**config.mk**
```make
export PLATFORM = sky130hd
export DESIGN_NAME = router_port_collector
export DESIGN_NICKNAME = d
export VERILOG_FILES = /design/src/rtl/router_pkg.sv /design/src/rtl/router_sync_fifo.sv /design/src/rtl/router_port_collector.sv
export SDC_FILE = /design/constraint.sdc
export NUM_CORES = 1
export LEC_CHECK = 0
export BUFFER_PORTS_ARGS = -buffer_cell sky130_fd_sc_hd__buf_2
export CAP_MARGIN = 25
export CORE_MARGIN = 2
export CORE_UTILIZATION = 58
export CTS_CLUSTER_SIZE = 40
export DETAILED_ROUTE_END_ITERATION = 8
export GPL_ROUTABILITY_DRIVEN = 0
export PLACE_DENSITY = 0.82
export SETUP_SLACK_MARGIN = 0.4
export SLEW_MARGIN = 20
export SYNTH_ARGS = -nofsm -noshare
export SYNTH_HDL_FRONTEND = slang
export SYNTH_HIERARCHICAL = 1
export SYNTH_SLANG_ARGS = --single-unit
```
**constraint.sdc**
```tcl
create_clock -name clk -period 5.8 [get_ports clk]
set_input_delay 0.29 -clock clk [delete_from_list [all_inputs] [get_ports clk]]
set_output_delay 0.29 -clock clk [all_outputs]
set_load 0.05 [all_outputs]
```
**src/rtl/router_pkg.sv**
```systemverilog
// router_pkg: shared router types and constants.
// Used by the per-port collector and its FIFO.
package router_pkg;

  localparam int COLL_DATA_W = 8;
  localparam int NUM_PORTS   = 16;

  typedef struct packed {
    logic       last;
    logic [7:0] data;
  } coll_entry_t;

  typedef enum logic [1:0] {
    SYNC,
    IDLE,
    RECV,
    DROP
  } coll_state_t;

endpackage

```
**src/rtl/router_sync_fifo.sv**
```systemverilog
// router_sync_fifo: show-ahead synchronous FIFO.
// A push while full is accepted only with a same-cycle pop.
module router_sync_fifo #(
  parameter int W     = 9,
  parameter int DEPTH = 16
) (
  input  logic         clk,
  input  logic         reset,
  input  logic         push,
  input  logic [W-1:0] wdata,
  input  logic         pop,
  output logic [W-1:0] rdata,
  output logic         full,
  output logic         empty
);
  localparam int AW = $clog2(DEPTH);
  localparam int PW = AW + 1;

  logic [W-1:0]  mem [DEPTH];
  logic [AW:0]   wr_ptr;
  logic [AW:0]   rd_ptr;
  logic          do_push;
  logic          do_pop;

  assign empty   = (wr_ptr == rd_ptr);
  assign full    = (wr_ptr[AW] != rd_ptr[AW]) &&
                   (wr_ptr[AW-1:0] == rd_ptr[AW-1:0]);
  assign do_pop  = pop && !empty;
  assign do_push = push && (!full || do_pop);
  assign rdata   = mem[rd_ptr[AW-1:0]];

  always_ff @(posedge clk or posedge reset) begin
    if (reset) begin
      wr_ptr <= '0;
      rd_ptr <= '0;
    end else begin
      if (do_push) wr_ptr <= wr_ptr + PW'(1);
      if (do_pop)  rd_ptr <= rd_ptr + PW'(1);
    end
  end

  always_ff @(posedge clk) begin
    if (do_push) mem[wr_ptr[AW-1:0]] <= wdata;
  end

endmodule

```
**src/rtl/router_port_collector.sv**
```systemverilog
// router_port_collector: deserialises one router output port
// into a FIFO-buffered valid/ready byte stream with status.
module router_port_collector
  import router_pkg::*;
#(
  parameter int DATA_W     = COLL_DATA_W,
  parameter int FIFO_DEPTH = 16,
  parameter int CNT_W      = 16
) (
  input  logic              clk,
  input  logic              reset,
  input  logic              frameo_n,
  input  logic              valido_n,
  input  logic              dout,
  output logic [DATA_W-1:0] m_data,
  output logic              m_last,
  output logic              m_valid,
  input  logic              m_ready,
  output logic              pkt_done,
  output logic              pkt_err,
  output logic [CNT_W-1:0]  drop_cnt,
  output logic [CNT_W-1:0]  pkt_cnt
);
  localparam int BW = $clog2(DATA_W);
  localparam logic [BW-1:0] TOP_BIT = BW'(DATA_W - 1);

  coll_state_t       state;
  coll_state_t       state_nxt;
  logic [DATA_W-1:0] shreg;
  logic [DATA_W-1:0] byte_nxt;
  logic [BW-1:0]     bit_cnt;
  logic              bit_en;
  logic              eop;
  logic              byte_full;
  logic              partial;
  logic              no_bit;
  logic              push_req;
  logic              pop;
  logic              overflow;
  logic              drop_byte;
  logic              bad;
  logic              fifo_full;
  logic              fifo_empty;
  logic [DATA_W:0]   fifo_rdata;

  always_ff @(posedge clk or posedge reset) begin
    if (reset) state <= SYNC;
    else       state <= state_nxt;
  end

  always_comb begin
    state_nxt = state;
    unique case (state)
      SYNC:    if (frameo_n) state_nxt = IDLE;
      IDLE:    if (!frameo_n) state_nxt = RECV;
      RECV: begin
        if (eop)           state_nxt = IDLE;
        else if (overflow) state_nxt = DROP;
      end
      DROP:    if (frameo_n) state_nxt = IDLE;
      default: state_nxt = SYNC;
    endcase
  end

  // Packet end is only seen once a frame is open (RECV/DROP).
  always_comb begin
    bit_en    = !valido_n &&
                ((state == RECV) || (state == DROP) ||
                 ((state == IDLE) && !frameo_n));
    eop       = frameo_n && ((state == RECV) || (state == DROP));
    byte_full = bit_en && (bit_cnt == TOP_BIT);
    partial   = eop && ((bit_en && !byte_full) ||
                        (!bit_en && (bit_cnt != '0)));
    no_bit    = eop && !bit_en && (bit_cnt == '0);
    push_req  = (state != DROP) && (byte_full || partial);
    overflow  = push_req && fifo_full && !pop;
    drop_byte = overflow || ((state == DROP) && byte_full);
    bad       = partial || no_bit || overflow || (state == DROP);
  end

  always_comb begin
    byte_nxt = shreg;
    if (bit_en) byte_nxt[bit_cnt] = dout;
  end

  always_ff @(posedge clk or posedge reset) begin
    if (reset) begin
      shreg    <= '0;
      bit_cnt  <= '0;
      pkt_done <= 1'b0;
      pkt_err  <= 1'b0;
      pkt_cnt  <= '0;
      drop_cnt <= '0;
    end else begin
      if (eop) begin
        shreg   <= '0;
        bit_cnt <= '0;
      end else if (bit_en) begin
        shreg   <= byte_full ? '0 : byte_nxt;
        bit_cnt <= bit_cnt + BW'(1);
      end
      pkt_done <= eop;
      pkt_err  <= eop && bad;
      if (eop && (pkt_cnt != '1))
        pkt_cnt <= pkt_cnt + CNT_W'(1);
      if (drop_byte && (drop_cnt != '1))
        drop_cnt <= drop_cnt + CNT_W'(1);
    end
  end

  assign pop     = m_valid && m_ready;
  assign m_valid = !fifo_empty;
  assign m_data  = m_valid ? fifo_rdata[DATA_W-1:0] : '0;
  assign m_last  = m_valid && fifo_rdata[DATA_W];

  router_sync_fifo #(
    .W     (DATA_W + 1),
    .DEPTH (FIFO_DEPTH)
  ) u_fifo (
    .clk   (clk),
    .reset (reset),
    .push  (push_req),
    .wdata ({frameo_n, byte_nxt}),
    .pop   (pop),
    .rdata (fifo_rdata),
    .full  (fifo_full),
    .empty (fifo_empty)
  );

endmodule

```
==> results.toml <==
[finish]
n_antenna_cell = 0
layout-drive-gt1-share_pct = 22.76
regArea_um2 = 5752
final_common_cell = "edfxtp_1"
multi_input_area_um2 = 2779
nFillCells = 983
layout.cells.non_filler = 808
mostFrequentLayoutCells = "edfxtp_1 (144), dfrtp_1 (56), buf_2 (49)"
nNetsFinal = 629
area_delta_synth_final_pct = 12.28

[die]
die_h_um = 126.9
num_rows = 44
num_io_pins = 50
dieArea_um2 = 16110
start_util_pct = 59.83
core-area_um2 = 14640
die_w_um = 126.9

[placement]
numPortBuffers = 49
pre_cts_slack_ns = 1.984
placedCellCount = 770
hpwl_um = 11700

[synthesis]
synth_top_area_share_pct = 49.35
synthTopCellsByArea = "edfxtp_1 (49%), dfrtp_1 (16%), mux4_2 (9.3%)"
ys_seq_area_share_pct = 65.63
synth_top_cell_by_area = "edfxtp_1"
syn_inst = 555
syn_area_um2 = 8762
avgSynthCellArea_um2 = 15.79
synth_nets = 574
synthFlopType = "edfxtp_1"
synth_warnings = 6
synth_edf_count = 144
synth-seq-cells = 201
async_flop_share_pct = 28.36
ys_types = 53

[clock_tree]
clkLatencyLatePin_ns = 0.49
h-tree-depth = 1
clockBufferDepth = 3
cts_resized = 0
cts_tree = "done"
cts.sinks = 201
cts_buffers = 21
clkTransAtPathRegs_ns = 0.06
root_buffer = "clkbuf_16"

[sta]
totalNegativeSetupSlack_ns = 0
fin_crit_ns = 3.839
setup_viol = 0
rsz0062_at_grt = "false"
relSlewSlack_pct = 39.18
fin_skew_ns = 0.01200
fmax_mhz = 260.5
worst_pin_slew_ns = 0.9104
report.final.slew_viol_count = 0
period_share_pct = 66.18
finalHoldViolCount = 0
layout_setup_ws_ns = 1.961

[critical_path]
timing.rr.start = "u_fifo/rd_ptr[0]"
arrival_ns = 3.96
worstSetupStartpoint = "u_fifo/rd_ptr[0]"
startpoint_type = "register"
crit_required_ns = 5.93
criticalPathCategory = "reg2reg"
end_kind = "register"
worstPathMaxFanout = 40

[route]
wire_per_inst_um = 22.66
drc = 0
detail_route.vias_per_cell = 6.219
first_pass_iters = 5
drtIter0Drc = 420
vias = 5025
detail-route-antenna-nets = 0
drt-total-wl_um = 18310

[run_status]
status = "complete, no violations"

[power_and_ir_drop]
power_density_nw_per_um2 = 498.7
power_w = 0.004907
power.leakage_nw = 3.733
p_int_w = 0.003097
pwr-share-comb_pct = 35.6
seqPwrFrac_pct = 36.7
peakVddDrop_mv = 0.3503
p_sw_w = 0.001810
clockPowerShare_pct = 27.7
switching_share_pct = 36.88

[global_routing]
grt_pass1_wl_um = 28410
grt_max_degree = 48
grt_pass1_vias = 5024
grt_util_all_layers_pct = 23.27
antenna_found_initial = 0
grt_overflow_total = 0

[min_path]
min_from = "valido_n"
worst_hold_path_type = "in2reg"

[flow_run]
maxCapViolCount = 0
[stage by stage]
step	hold slack, ns	util [%]	area, um2
5_1_grt	0.2735	67.18	9838
3_3_place_gp	0.3049	62.26	9117
4_1_cts	0.2464	67.14	9832
6_report	0.2583	67.18	9838
3_5_place_dp	0.3065	62.26	9117
2_1_floorplan	0.1302	-	8762
[cells in the mapped netlist, drive strengths merged, types with 3 or more instances]
master,count
a211oi,3
xnor2,29
o22ai,9
buf,18
nand2,26
nor3,9
nand4,20
dfrtp,57
a21oi,13
nand2b,6
ha,13
xor2,11
inv,27
nor2,22
a22oi,18
mux2,13
and2,4
and3,15
o21ai,8
edfxtp,144
mux4,36
nor2b,18
nand3,16
[worst max-delay path, stage by stage, from the launching register on]
cell	delay (ns)
dfrtp_2	0.34
buf_4	0.60
xnor2_1	0.22
nand4_4	0.13
nand2b_1	0.20
inv_1	0.23
nand2b_1	0.28
inv_1	0.22
o31a_1	0.67
and3_1	0.57
[flip-flops by register name, indices dropped and copies added, names as in the netlist]
signal / cells
bit_cnt: 3
drop_cnt: 16
pkt_cnt: 16
pkt_done: 1
pkt_err: 1
shreg: 8
state: 2
u_fifo/mem: 144
u_fifo/rd_ptr: 5
u_fifo/wr_ptr: 5
[repair_timing]
| action | in CTS | in global routing |
|---|---|---|
| buffers inserted | 0 | 0 |
| hold buffers | 1 | 0 |
| endpoints found under the setup margin | 0 | 0 |
| endpoints found under the hold margin | 10 | 0 |
[final timing paths]
| path | end | slack (ns) | cells past startpoint |
|---|---|---|---|
| setup / recovery | u_fifo/mem[9][8] | 1.96 | 9 |
| hold / removal | bit_cnt[0] | 0.26 | 4 |
| setup reg to reg | u_fifo/mem[9][8] | 1.96 | 9 |
| hold reg to reg | pkt_cnt[9] | 0.49 | 1 |
| max in group asynchronous | pkt_cnt[7] | 4.78 | 3 |
| min in group asynchronous | u_fifo/rd_ptr[2] | 0.39 | 3 |
[power groups by stage]
stage | Clock [W] | Sequential (W) | Combinational (W)
6_report | 0.00136 | 0.00180 | 0.00175
5_1_grt | 0.00143 | 0.00182 | 0.00185
4_1_cts | 0.00137 | 0.00180 | 0.00175
3_5_place_dp | 0 | 0.00182 | 0.00173
3_3_place_gp | 0 | 0.00182 | 0.00169
2_1_floorplan | 0 | 0.00192 | 0.00128
[per-layer routing]
layer  routed length [um]  share of wire [%]  vias to the layer above  global-route usage, %
met1                 7620                 42                     2534                  32.43
met2                 9045                 49                      221                  38.84
met5                    0                  0                        -                      0
li1                     -                  -                     2237                      -
met4                  374                2.0                        0                  5.495
met3                 1271                6.9                       33                  4.260
[cell type report]
class | instances | share of cell area, %
timing repair buffer | 52 | 2.747
inverter | 27 | 1.043
clock buffer | 25 | 5.596
tap | 184 | 2.340
clock inverter | 12 | 1.564
multi-input combinational | 307 | 28.25
sequential | 201 | 58.46
[cells by family after synthesis]
| group | share of synthesized area [%] |
|---|---|
| simple gates | 9.296 |
| flops | 65.63 |
| fa+ha+maj | 1.856 |
| buf+inv | 2.713 |
| compound gates | 4.841 |
| mux | 11.15 |
| xor+xnor | 4.512 |
Power figures use the tool's default switching activity.
